<file path="src/rtl/instruction_fetch_pkg.sv">
// Shared fetch-stage definitions: FSM encoding, PC step and the canonical NOP.
package instruction_fetch_pkg;

  typedef enum logic [1:0] {
    ST_BOOT  = 2'd0,
    ST_RUN   = 2'd1,
    ST_FAULT = 2'd2
  } if_state_e;

  localparam int PC_INC = 4;
  localparam logic [31:0] NOP_INSTR = 32'h0000_0013;

  function automatic logic is_misaligned(input logic [1:0] low_bits);
    return low_bits != 2'b00;
  endfunction

endpackage

</file>
<file path="src/rtl/instruction_fetch.sv">
// Instruction fetch stage driving an external synchronous ROM (1-cycle read latency).
//   state | meaning
//   BOOT  | first cycle after reset, no request issued
//   RUN   | fetching; stall holds, redirect re-steers
//   FAULT | misaligned redirect seen; dead until reset
module instruction_fetch
  import instruction_fetch_pkg::*;
#(
  parameter int              XLEN     = 32,
  parameter logic [XLEN-1:0] RESET_PC = '0
) (
  input  logic            clk,
  input  logic            rst,
  input  logic            stall,
  input  logic            redirect_valid,
  input  logic [XLEN-1:0] redirect_pc,
  output logic [XLEN-1:0] rom_addr,
  output logic            rom_en,
  input  logic [XLEN-1:0] rom_dout,
  output logic            if_valid,
  output logic [XLEN-1:0] if_pc,
  output logic [XLEN-1:0] if_instr,
  output logic            fault
);

  if_state_e       state, state_nxt;
  logic [XLEN-1:0] fetch_pc, fetch_pc_nxt;
  logic [XLEN-1:0] resp_pc, resp_pc_nxt;
  logic            resp_valid, resp_valid_nxt;

  always_ff @(posedge clk or posedge rst) begin
    if (rst) begin
      state      <= ST_BOOT;
      fetch_pc   <= RESET_PC;
      resp_pc    <= RESET_PC;
      resp_valid <= 1'b0;
    end else begin
      state      <= state_nxt;
      fetch_pc   <= fetch_pc_nxt;
      resp_pc    <= resp_pc_nxt;
      resp_valid <= resp_valid_nxt;
    end
  end

  always_comb begin
    state_nxt      = state;
    fetch_pc_nxt   = fetch_pc;
    resp_pc_nxt    = resp_pc;
    resp_valid_nxt = resp_valid;
    rom_en         = 1'b0;
    rom_addr       = fetch_pc;
    case (state)
      ST_BOOT: state_nxt = ST_RUN;
      ST_RUN: begin
        // Redirect bypasses straight to the ROM so the target lands one cycle later,
        // overwriting the in-flight word; it also outranks stall.
        if (redirect_valid) begin
          if (is_misaligned(redirect_pc[1:0])) begin
            state_nxt      = ST_FAULT;
            resp_valid_nxt = 1'b0;
          end else begin
            rom_en         = 1'b1;
            rom_addr       = redirect_pc;
            fetch_pc_nxt   = redirect_pc + XLEN'(PC_INC);
            resp_pc_nxt    = redirect_pc;
            resp_valid_nxt = 1'b1;
          end
        end else if (!stall) begin
          rom_en         = 1'b1;
          fetch_pc_nxt   = fetch_pc + XLEN'(PC_INC);
          resp_pc_nxt    = fetch_pc;
          resp_valid_nxt = 1'b1;
        end
      end
      default: resp_valid_nxt = 1'b0;
    endcase
  end

  assign if_valid = resp_valid && (state == ST_RUN);
  assign if_pc    = resp_pc;
  assign if_instr = rom_dout;
  assign fault    = (state == ST_FAULT);

endmodule
</file>
<file path="config.mk">
export PLATFORM = sky130hd
export DESIGN_NAME = instruction_fetch
export DESIGN_NICKNAME = d
export VERILOG_FILES = /design/src/rtl/instruction_fetch_pkg.sv /design/src/rtl/instruction_fetch.sv
export SDC_FILE = /design/constraint.sdc
export NUM_CORES = 1
export LEC_CHECK = 0
export CAP_MARGIN = 5
export CORE_MARGIN = 5
export CORE_UTILIZATION = 25
export CTS_BUF_LIST = sky130_fd_sc_hd__clkbuf_4 sky130_fd_sc_hd__clkbuf_8
export DETAILED_ROUTE_END_ITERATION = 7
export SLEW_MARGIN = 20
export SYNTH_ARGS = -nofsm -noshare
export SYNTH_HDL_FRONTEND = slang
export SYNTH_SLANG_ARGS = --single-unit
</file>
<file path="constraint.sdc">
create_clock -name clk -period 3.3 [get_ports clk]
set_clock_uncertainty 0.15 [all_clocks]
set_input_delay 0.66 -clock clk [delete_from_list [all_inputs] [get_ports clk]]
set_output_delay 0.66 -clock clk [all_outputs]
set_load 0.05 [all_outputs]
</file>
==> impl_metrics.env <==
export IMPL_outcome="finished clean"
export IMPL_synth_enable_flop_cells=0
export IMPL_synth_largest_area_cell="dfrtp_1"
export IMPL_syn_nets=683
export IMPL_detail_route_drc_violations=0
export IMPL_power_density_nw_per_um2=256.4
export IMPL_dp_final_hpwl_um=11060
export IMPL_setup_viol_count_final=0
export IMPL_grt_use_met1_pct=18.12
export IMPL_initial_antenna_violation_count=0
export IMPL_critical_path_max_fanout=32
export IMPL_final_cell_mix="nand2_1, clkdlybuf4s50_1, dfrtp_1"
export IMPL_worst_endpoint_arrival_ns=2.24
export IMPL_final_common_cell="nand2_1"
export IMPL_root_buffer="clkbuf_8"
export IMPL_yosys_register_bits=67
export IMPL_worst_path_clk_slew_ns=0.07
export IMPL_syn_cell_area_um2=4897
export IMPL_gp_congestion=0.7759
export IMPL_grt_pass1_vias=4628
export IMPL_kind_of_end_point_of_the_critical_path="output pin"
export IMPL_port_buffer_count=102
export IMPL_global_routing_s_busiest_layer="met2"
export IMPL_route_detailed_vias_per_inst=4.784
export IMPL_hold_buffers=0
export IMPL_met3_usage_pct=3.907
export IMPL_globalRoute_totalOverflow=0
export IMPL_vias=4578
export IMPL_average_size_of_a_mapped_cell_um2=7.976
export IMPL_grt_util_all_layers_pct=13.97
export IMPL_netlist_cell_type_count=67
export IMPL_cts_post_setup_buffers_inserted=0
export IMPL_report_final_slew_viol_count=0
export IMPL_timing_reg2reg_setup_slack_ns=0.96
export IMPL_layout_drive_gt1_share_pct=16.04
export IMPL_critical_path_slowest_cell="clkdlybuf4s50_1"
export IMPL_max_slew_margin_rel_pct=64.00
export IMPL_postSynth_asyncResetShare_pct=100.0
export IMPL_drt_initial_drc_count=306
export IMPL_rsz_0062_raised_after_global_routing="false"
export IMPL_timing_fmax_ghz=0.3280
export IMPL_antenna_violating_nets_post_route=0
export IMPL_die_width_um=150.0
export IMPL_area_delta_synth_final_pct=35.26
export IMPL_worst_path_largest_cell_delay_ns=0.41
export IMPL_holdCritStartpoint="if_pc[1]$_DFFE_PP0P_"
export IMPL_r2r_start="fetch_pc[4]$_DFFE_PP0P_"
export IMPL_post_synthesis_instance_total=614
export IMPL_die_h_um=150.0
export IMPL_yosys_warnings=0
export IMPL_worstHoldPathCells=2
export IMPL_postSynth_topFlopCell="dfrtp_1"
export IMPL_tritonroute_pass_1_iters=4
export IMPL_num_nets_final=757
export IMPL_ff2ff_path_depth=7
export IMPL_multiInputGateArea_um2=2776
export IMPL_maxCapViolations=0
export IMPL_critical_path_cell_chain="clkdlybuf4s50_1 -> nor3_1 -> buf_4 -> o21ai_4 -> nor2_2 -> buf_12 -> nand2_1 -> nand2_1 -> buf_12"
export IMPL_crit_reg2reg_capture="fetch_pc[29]$_DFFE_PP0P_"
export IMPL_fillers=2041
export IMPL_max_vdd_ir_drop_v=0.0001456
export IMPL_routedWlPerCell_um=16.00
export IMPL_floorplan_initialDensity_pct=25.25
export IMPL_inserted_diodes=0
export IMPL_post_route_period_util_pct=92.39
export IMPL_routed_wl_um=15310
export IMPL_placement_rows=51
export IMPL_fin_util_pct=34.15
export IMPL_core_um2=19400
export IMPL_ys_top_cells_by_area="dfrtp_1, nand2_1, mux2i_1"
export IMPL_synth_seq_area_share_pct=34.24
export IMPL_clkLatencyLatePin_ns=0.37
export IMPL_htree_levels=3
export IMPL_cts_tree="done"
export IMPL_critPathKind="in -> out"
export IMPL_worst_slew_pin_transition_ns=0.5383
export IMPL_ff_latch_area_um2=1677
export IMPL_pin_count_of_the_biggest_net_entering_global_routing=107
export IMPL_report_final_hold_viol_count=0
export IMPL_grt_pass1_wl_um=24940
export IMPL_setup_worst_path_start_class="input port"
export IMPL_cellLeakagePower_nw=2.861
export IMPL_layout_min_cycle_time_ns=3.049
export IMPL_ctsResizeCount=0
export IMPL_postLayoutCellArea_um2=6624
export IMPL_hold_path_class="reg -> reg"
export IMPL_cts_buffers_inserted=9
export IMPL_global_routing_usage_on_met2_pct=22.39
export IMPL_placed_cell_area_um2=6441
export IMPL_die_area_um2=22490
export IMPL_tritoncts_num_sinks=67
export IMPL_required_ns=2.49
export IMPL_min_to="if_pc[1]$_DFFE_PP0P_"
export IMPL_synthDominantCellAreaShare_pct=34.24
export IMPL_cts_root_to_sink_buffers=2
export IMPL_num_io_pins=167
## flip-flops by register name, indices dropped and copies added (netlist names)
register / cells
fetch_pc: 32
state: 2
if_pc: 32
resp_valid: 1
## cells in the mapped netlist, types with 9 or more instances
library cell    n
a21oi_1        17
a22oi_1        12
buf_4          33
clkbuf_1       26
dfrtp_1        67
mux2i_1        28
nand2_1       162
nand3_1        19
nand3b_1        9
nand4_1        11
nor2_1         27
nor2b_1        10
nor3_1         14
o21ai_0        50
xnor2_1         9
xor2_1         14
## final cells by class
class | count | share of cell area [%]
clock buffer | 13 | 2.607
sequential | 67 | 25.31
tap | 265 | 5.006
clock inverter | 2 | 0.1511
inverter | 8 | 0.4533
timing repair buffer | 134 | 24.56
multi-input combinational | 468 | 41.92
## worst max-delay path: cells and delay by family
kind            cells  cell delay [ns]
simple gates        4             0.55
buf+inv             4             0.93
compound gates      1             0.06
## cells by family (layout without fill, tap and decap cells)
family / count (synthesis) / in the layout / synth area share, %
AO/OA/AOI/OAI: 122 / 122 / 16.40
XOR/XNOR: 23 / 23 / 4.114
adder cells (fa/ha/maj): 1 / 1 / 0.2555
buffers and inverters: 79 / 157 / 9.351
flip-flops: 67 / 67 / 34.24
multiplexers: 30 / 30 / 6.183
AND/OR/NAND/NOR: 292 / 292 / 29.46
## where the power goes
part	internal [mW]	leakage, nW	switching [mW]	total, mW
combinational	0.0904	1.85	0.111	0.202
sequential	0.820	0.916	0.000000000000000284	0.820
clock	0.337	0.0987	0.340	0.676
## routing by layer
metal  vias up  part of all wire (%)
met5         -                     0
met4         0                   1.4
met3        12                   5.9
li1       2267                     -
met1      2202                    45
met2        97                    47
## stage by stage
stage               hold slack [ns]  TNS [ns]  worst slack [ns]  power (mW)  instances
floorplan                    0.3023   -0.6721           -0.3361       1.035        614
global placement             0.3045         0            0.1986       1.038        942
detailed placement           0.3164         0            0.1233       1.039        942
CTS                          0.3331         0            0.2006       1.731        957
global route                 0.3550         0           0.08555       1.777        957
finish                       0.3232         0            0.2511       1.699        957
## how the worst max path moves through the flow
stage	start	end	slack (ns)	cells past startpoint
6_report	redirect_pc[1]	rom_addr[10]	0.25	9
5_1_grt	redirect_pc[1]	rom_addr[10]	0.09	8
3_5_place_dp	redirect_pc[4]	fetch_pc[29]$_DFFE_PP0P_	0.12	8
4_1_cts	redirect_pc[1]	rom_addr[25]	0.20	8
2_1_floorplan	redirect_valid	rom_addr[28]	-0.34	7
3_3_place_gp	redirect_pc[4]	fetch_pc[29]$_DFFE_PP0P_	0.20	8
Note: power is estimated with default switching activity, not from simulation.
